**config.mk**
```make
export PLATFORM = sky130hd
export DESIGN_NAME = pc_sequencer
export DESIGN_NICKNAME = d
export VERILOG_FILES = /design/src/rtl/pc_seq_pkg.sv /design/src/rtl/pc_sequencer.sv
export SDC_FILE = /design/constraint.sdc
export NUM_CORES = 1
export LEC_CHECK = 0
export ABC_AREA = 1
export ABC_CLOCK_PERIOD_IN_PS = 2009
export BUFFER_PORTS_ARGS = -buffer_cell sky130_fd_sc_hd__buf_2
export CAP_MARGIN = 20
export CORE_MARGIN = 1
export CORE_UTILIZATION = 45
export CTS_BUF_LIST = sky130_fd_sc_hd__clkbuf_2
export CTS_CLUSTER_DIAMETER = 80
export CTS_CLUSTER_SIZE = 14
export DETAILED_ROUTE_END_ITERATION = 8
export HOLD_SLACK_MARGIN = 0.08
export MAX_ROUTING_LAYER = met4
export PLACE_DENSITY = 0.71
export SYNTH_ARGS = -nofsm -noshare
export SYNTH_HDL_FRONTEND = slang
export SYNTH_SLANG_ARGS = --single-unit
```
**constraint.sdc**
```tcl
create_clock -name clk -period 2.01 [get_ports clk]
set_input_delay 0.1005 -clock clk [delete_from_list [all_inputs] [get_ports clk]]
set_output_delay 0.1005 -clock clk [all_outputs]
set_load 0.03 [all_outputs]
```
**src/rtl/pc_seq_pkg.sv**
```systemverilog
// Shared state encoding, opcode constants and decode helper for the program-counter sequencer.
package pc_seq_pkg;

  localparam int DATA_W = 8;

  typedef enum logic [3:0] {
    S_IDLE,
    S_FETCH,
    S_DECODE,
    S_OPH,
    S_OPL,
    S_JUMP,
    S_EXEC,
    S_EXEC_WAIT,
    S_HALT
  } seq_state_e;

  localparam logic [DATA_W-1:0] OP_JUMP = 8'hF0;
  localparam logic [DATA_W-1:0] OP_JMPZ = 8'hF1;
  localparam logic [DATA_W-1:0] OP_HALT = 8'hFF;

  // Both branch forms carry a two-byte target operand.
  function automatic logic is_branch(input logic [DATA_W-1:0] op);
    return (op == OP_JUMP) || (op == OP_JMPZ);
  endfunction

endpackage

```
**src/rtl/pc_sequencer.sv**
```systemverilog
// Instruction fetch/decode sequencer: pulls opcode and jump operands from program memory
// and issues PC increment/load strobes and execute handshakes.
module pc_sequencer
  import pc_seq_pkg::*;
(
  input  logic              clk,
  input  logic              rst_n,
  input  logic              start,
  input  logic              mem_ready,
  input  logic [DATA_W-1:0] mem_rdata,
  input  logic              finish_signal,
  input  logic              z_flag,
  input  logic              exec_done,
  output logic              mem_read,
  output logic              fetch,
  output logic              pc_inc,
  output logic              pc_load_jump,
  output logic [DATA_W-1:0] ir,
  output logic [DATA_W-1:0] tr,
  output logic [DATA_W-1:0] mbr,
  output logic              exec_go,
  output logic              busy,
  output logic              halted
);

  seq_state_e state;
  logic       rd_phase;
  logic       take_branch;

  // A memory read is outstanding in FETCH (unless the program has ended) and both operand states.
  always_comb begin
    rd_phase = 1'b0;
    unique case (state)
      S_FETCH:      rd_phase = !finish_signal;
      S_OPH, S_OPL: rd_phase = 1'b1;
      default:      rd_phase = 1'b0;
    endcase
  end

  assign mem_read     = rd_phase;
  assign fetch        = rd_phase;
  assign pc_inc       = rd_phase && mem_ready;
  assign pc_load_jump = (state == S_JUMP);
  assign exec_go      = (state == S_EXEC);
  assign busy         = (state != S_IDLE) && (state != S_HALT);
  assign halted       = (state == S_HALT);

  assign take_branch  = (ir == OP_JUMP) || ((ir == OP_JMPZ) && z_flag);

  always_ff @(posedge clk or negedge rst_n) begin
    if (!rst_n) begin
      state <= S_IDLE;
      ir    <= '0;
      tr    <= '0;
      mbr   <= '0;
    end else begin
      unique case (state)
        S_IDLE: begin
          if (start) state <= S_FETCH;
        end
        S_FETCH: begin
          if (finish_signal) begin
            state <= S_HALT;
          end else if (mem_ready) begin
            ir    <= mem_rdata;
            state <= S_DECODE;
          end
        end
        S_DECODE: begin
          if (ir == OP_HALT)     state <= S_HALT;
          else if (is_branch(ir)) state <= S_OPH;
          else                   state <= S_EXEC;
        end
        S_OPH: begin
          if (mem_ready) begin
            tr    <= mem_rdata;
            state <= S_OPL;
          end
        end
        S_OPL: begin
          // Not-taken JMPZ falls straight through: PC already points past the operands.
          if (mem_ready) begin
            mbr   <= mem_rdata;
            state <= take_branch ? S_JUMP : S_FETCH;
          end
        end
        S_JUMP:      state <= S_FETCH;
        S_EXEC:      state <= S_EXEC_WAIT;
        S_EXEC_WAIT: begin
          if (exec_done) state <= S_FETCH;
        end
        S_HALT:      state <= S_HALT;
        default:     state <= S_IDLE;
      endcase
    end
  end

endmodule

```
=== Word level (Yosys, flattened, before mapping) ===
Cells that the tools add are included.

* Eq/ne operators: 17
* Mux-type cells: 11
* Bitwise operators: 1
* Reductions and logical operators: 13

{| class="wikitable"
|+ Operators by type and width
! kind !! number
|-
| 4-bit case mux with 9 select lines || 1
|-
| 4-bit two-way mux || 7
|-
| 8-bit equality test, second input constant || 3
|-
| 4-bit by 3-bit equality test with 1-bit output, second input constant || 4
|-
| 4-bit by 2-bit equality test with 1-bit output, second input constant || 2
|-
| 2-bit inequality test, second input constant || 4
|-
| 3-bit two-way mux || 2
|-
| 5-bit AND reduction || 1
|-
| 4-bit by 1-bit equality test with 1-bit output, second input constant || 1
|-
| 4-bit equality test, second input constant || 1
|-
| 4-bit logical NOT || 1
|-
| 4-bit inequality test, second input constant || 1
|-
| 2-bit AND reduction || 2
|-
| 4-bit nonzero test || 1
|-
| 1-bit logical AND || 3
|-
| 3-bit inequality test, second input constant || 1
|-
| 3-bit AND reduction || 1
|-
| 1-bit logical OR || 2
|-
| 1-bit case mux with 2 select lines || 1
|-
| 2-bit OR reduction || 1
|-
| 1-bit logical NOT || 1
|-
| 1-bit NOT || 1
|}

* Bits in registers: 28
* Input port bits: 15

=== Depth between registers and ports, before layout ===
* Word-level depth: 6
* Depth in mapped cells: 8
* Depth with buffers taken out: 8

=== Worst setup path after synthesis ===
Ideal clock, no wire load.

* Path type: reg-to-output
* Start: reg state[1]
* End: out halted
* Data arrival time: 1335 ps
* Data required time: 1910 ps
* Setup slack: 574 ps
* Stages on the path, launching flop included: 4
* Buffers on the path: 0
* Path through: dfrtp_1 nor2_1 nand2_1 nor2_1

* Cells in the longest elaborated chain, start to end: 1

{| class="wikitable"
|+ RTL lines
! item !! line !! RTL
|-
| start, declared || pc_sequencer.sv:26 || <nowiki>seq_state_e state;</nowiki>
|-
| start signal, assigned || pc_sequencer.sv:84 || <nowiki>state <= take_branch ? S_JUMP : S_FETCH;</nowiki>
|-
| 4-bit equality test || pc_sequencer.sv:46 || <nowiki>assign halted = (state == S_HALT);</nowiki>
|-
| end, declared || pc_sequencer.sv:23 || <nowiki>output logic halted</nowiki>
|}

Every way passes these cells.

=== Final worst setup path ===
* Start: reg state[2]
* End: out pc_inc

* Cells in the longest elaborated chain, start to end: 4
* Elaborated cells on any way between the ends: 6
* Those cells by class: eq/ne (3); mux (1); reduce/logical (2)

{| class="wikitable"
|+ RTL lines
! item !! line !! RTL
|-
| 4-bit by 3-bit equality test with 1-bit output or 4-bit by 2-bit equality test with 1-bit output (tied branches) || pc_sequencer.sv:33 || <nowiki>unique case (state)</nowiki>
|-
| 2-bit OR reduction || pc_sequencer.sv:33 ||
|-
| 1-bit case mux with 2 select lines * || pc_sequencer.sv:33 ||
|-
| 1-bit logical AND * || pc_sequencer.sv:42 || <nowiki>assign pc_inc = rd_phase && mem_ready;</nowiki>
|-
| end, declared || pc_sequencer.sv:16 || <nowiki>output logic pc_inc,</nowiki>
|}

Every way passes the cells marked *; elsewhere a longest branch is shown, timed or not.

==> metrics.txt <==
status completed; Hold Slack 90.47 ps; Final setup viols 0; Synth area leader dfrtp_1; Post-synth top cells 55 x nand2_1, 28 x dfrtp_1, 22 x inv_1; # rows 20; CTS buffer count 3; fmax 557.8 MHz; synthesized area per cell just over 8 µm²; share of the synthesized area in the top cell type roughly half; Max Slew Vio Count 0; async set or reset register ratio after synthesis 100.0%; grt ovf 0; register area 700.7 µm²; Lkg Pwr 1.023 nW; IO Pins 46; Final Hold Viols 0; Layout Cells excl Fill roughly 270; Initial DRC Count just over 70; antenna violations before repair 0; Die H 58.35 µm; clock root cell clkbuf_2; Clock Pin Slew Worst Setup and Hold Paths roughly 250 ps; period utilisation layout 89.20%; Reg2Reg Launch Point state[2]; die width a little under 60 µm; MaxCap Viol Count 0; CP startpoint kind flop; post-cts resize count 0; Setup TNS 0 ps; pwr dens 1571 nW/µm²; most frequent cell after synthesis nand2_1; n_diodes 0; CTS tree done; Avg Vias per Cell between 4 and 5; Arr. time, crit path 1690 ps; worst skew pair latency ~360 ps; postcts setup bufs 0; total wire length roughly 3000 µm; RePlAce Congestion 0.9273; number of enable flip-flop cells after synthesis 0; area delta synth->final 27.58%; RSZ-0062 raised after global routing false; area of the multi-input gates roughly 590 µm²; fin area between 1500 and 2000 µm²; CTS H-tree lvls 1; area of the die 3405 µm²; Yosys warning count 0; dpl hpwl 2182 µm; residual DRC count 0; Worst Hold Depth 3; cells on worst reg2reg path 6; Placed Area 1668 µm²; cts hold-fix bufs 11; post-synthesis cell area 1429 µm²; Worst Skew 10.64 ps; TritonCTS sink count 28; layout cells sized above 1 roughly a third; final setup margin 217.1 ps; GRT Overall Usage 19.92%; fillers 290; internal reg-to-reg setup slack roughly 580 ps; Syn Nets 188; DP Cell Count roughly 260; Netlist cell types 20; WHS Endpoint state[3]; worst slack, placed 586.5 ps; clk buf depth 2; Seq cells post-synth 28; ranking of synthesized cells by area dfrtp_1 49%, nand2_1 14%, o21ai_2 9.8%, inv_1 5.8%, nor2_1 4.5%; first-pass GRT wire length roughly 5000 µm; largest net degree at the start of global routing 29; Most used DFF post-synth dfrtp_1; Tightest Pin Transition 636.3 ps; Core Area 3028 µm²; CP endpoint kind output port; min-delay worst type primary input to flop; Worst VDD drop around 0.74 mV; initial core utilization 47.19%; drt pass-1 iters 4; crit path time final roughly 1800 ps; drt wl/cell 10.98 µm; Critical R2R Capture tr[4]; Setup CP Type flop to output port; Worst Path Max Fanout 5; count of input and output buffers 45; hold_sp finish_signal; Cells after Synth 173; relative slew slack a little under three fifths; DRT antenna net count 0; critical path data required time 1910 ps; layout net count 245; post-synthesis sequential area ratio between 40% and 50%; via count 1258; number of global-route vias before repair 1163
[per-stage QoR]
step           power [mW]  utilization (%)
3_5_place_dp        2.537            55.08
4_1_cts             2.887            60.21
6_report            2.864            60.21
2_1_floorplan       2.133                -
5_1_grt             3.069            60.21
3_3_place_gp        2.504            55.08
[kinds of logic (layout without fill, tap and decap cells)]
kind of cell    after synthesis  in the layout  synth area share [%]
compound gates               26             26                 13.57
buf+inv                      29             85                 9.457
flops                        28             28                 49.04
simple gates                 90             90                 27.93
[area by class of cell]
| cell class | count | share of cell area, % |
|---|---|---|
| clock inverters | 1 | 1.647 |
| inverters | 25 | 5.148 |
| repair buffers | 56 | 18.39 |
| flip-flops and latches | 28 | 38.44 |
| multi-input cells | 116 | 32.53 |
| well taps | 44 | 3.020 |
| clock buffers | 3 | 0.8236 |
[flip-flops by register name (all words and copies together), names as in the netlist]
name and flops:
ir 8, mbr 8, tr 8, state 4
[how the worst max path moves through the flow]
stage / start / end
after floorplan: state[1] / halted
after global placement: state[2] / tr[3]
after detailed placement: state[2] / tr[4]
after CTS: state[2] / pc_inc
after global routing: state[2] / pc_inc
final: state[2] / pc_inc
[per-layer routing]
layer	up-vias	GRT usage, %	wire [µm]
met3	4	2.857	122
met2	31	32.84	1430
li1	647	-	-
met1	576	25.69	1414
met5	-	-	0
met4	0	6.122	30
[report_power, final]
group / internal, mW / switching [mW]
sequential: 0.811 / 0.182
clock: 0.171 / 0.166
combinational: 0.465 / 1.07
[worst max-delay path, cell delays in order, from the launching register on]
cell and delay (ps):
dfrtp_1 470, nor2_2 220, nand2_1 120, inv_2 90, nand2_1 90, a21oi_1 150
buf_2 200
[placed cells by master, fill, tap and decap left out]
master          n
bufinv_16       1
inv_1          22
clkbuf_2        3
nand2_2         2
buf_2          45
nand3_1         7
o221ai_1        1
inv_2           3
nor3_1          1
nand2_4         1
nand2_1        55
o21ai_2        16
dlygate4sd3_1  11
nand3_4         1
nor2_2          3
o21ai_1         8
nor2_1         17
nor2_4          1
dfrtp_1        28
a21oi_1         1
nand3b_1        1
nor3_2          1
Power figures use the tool's default switching activity.
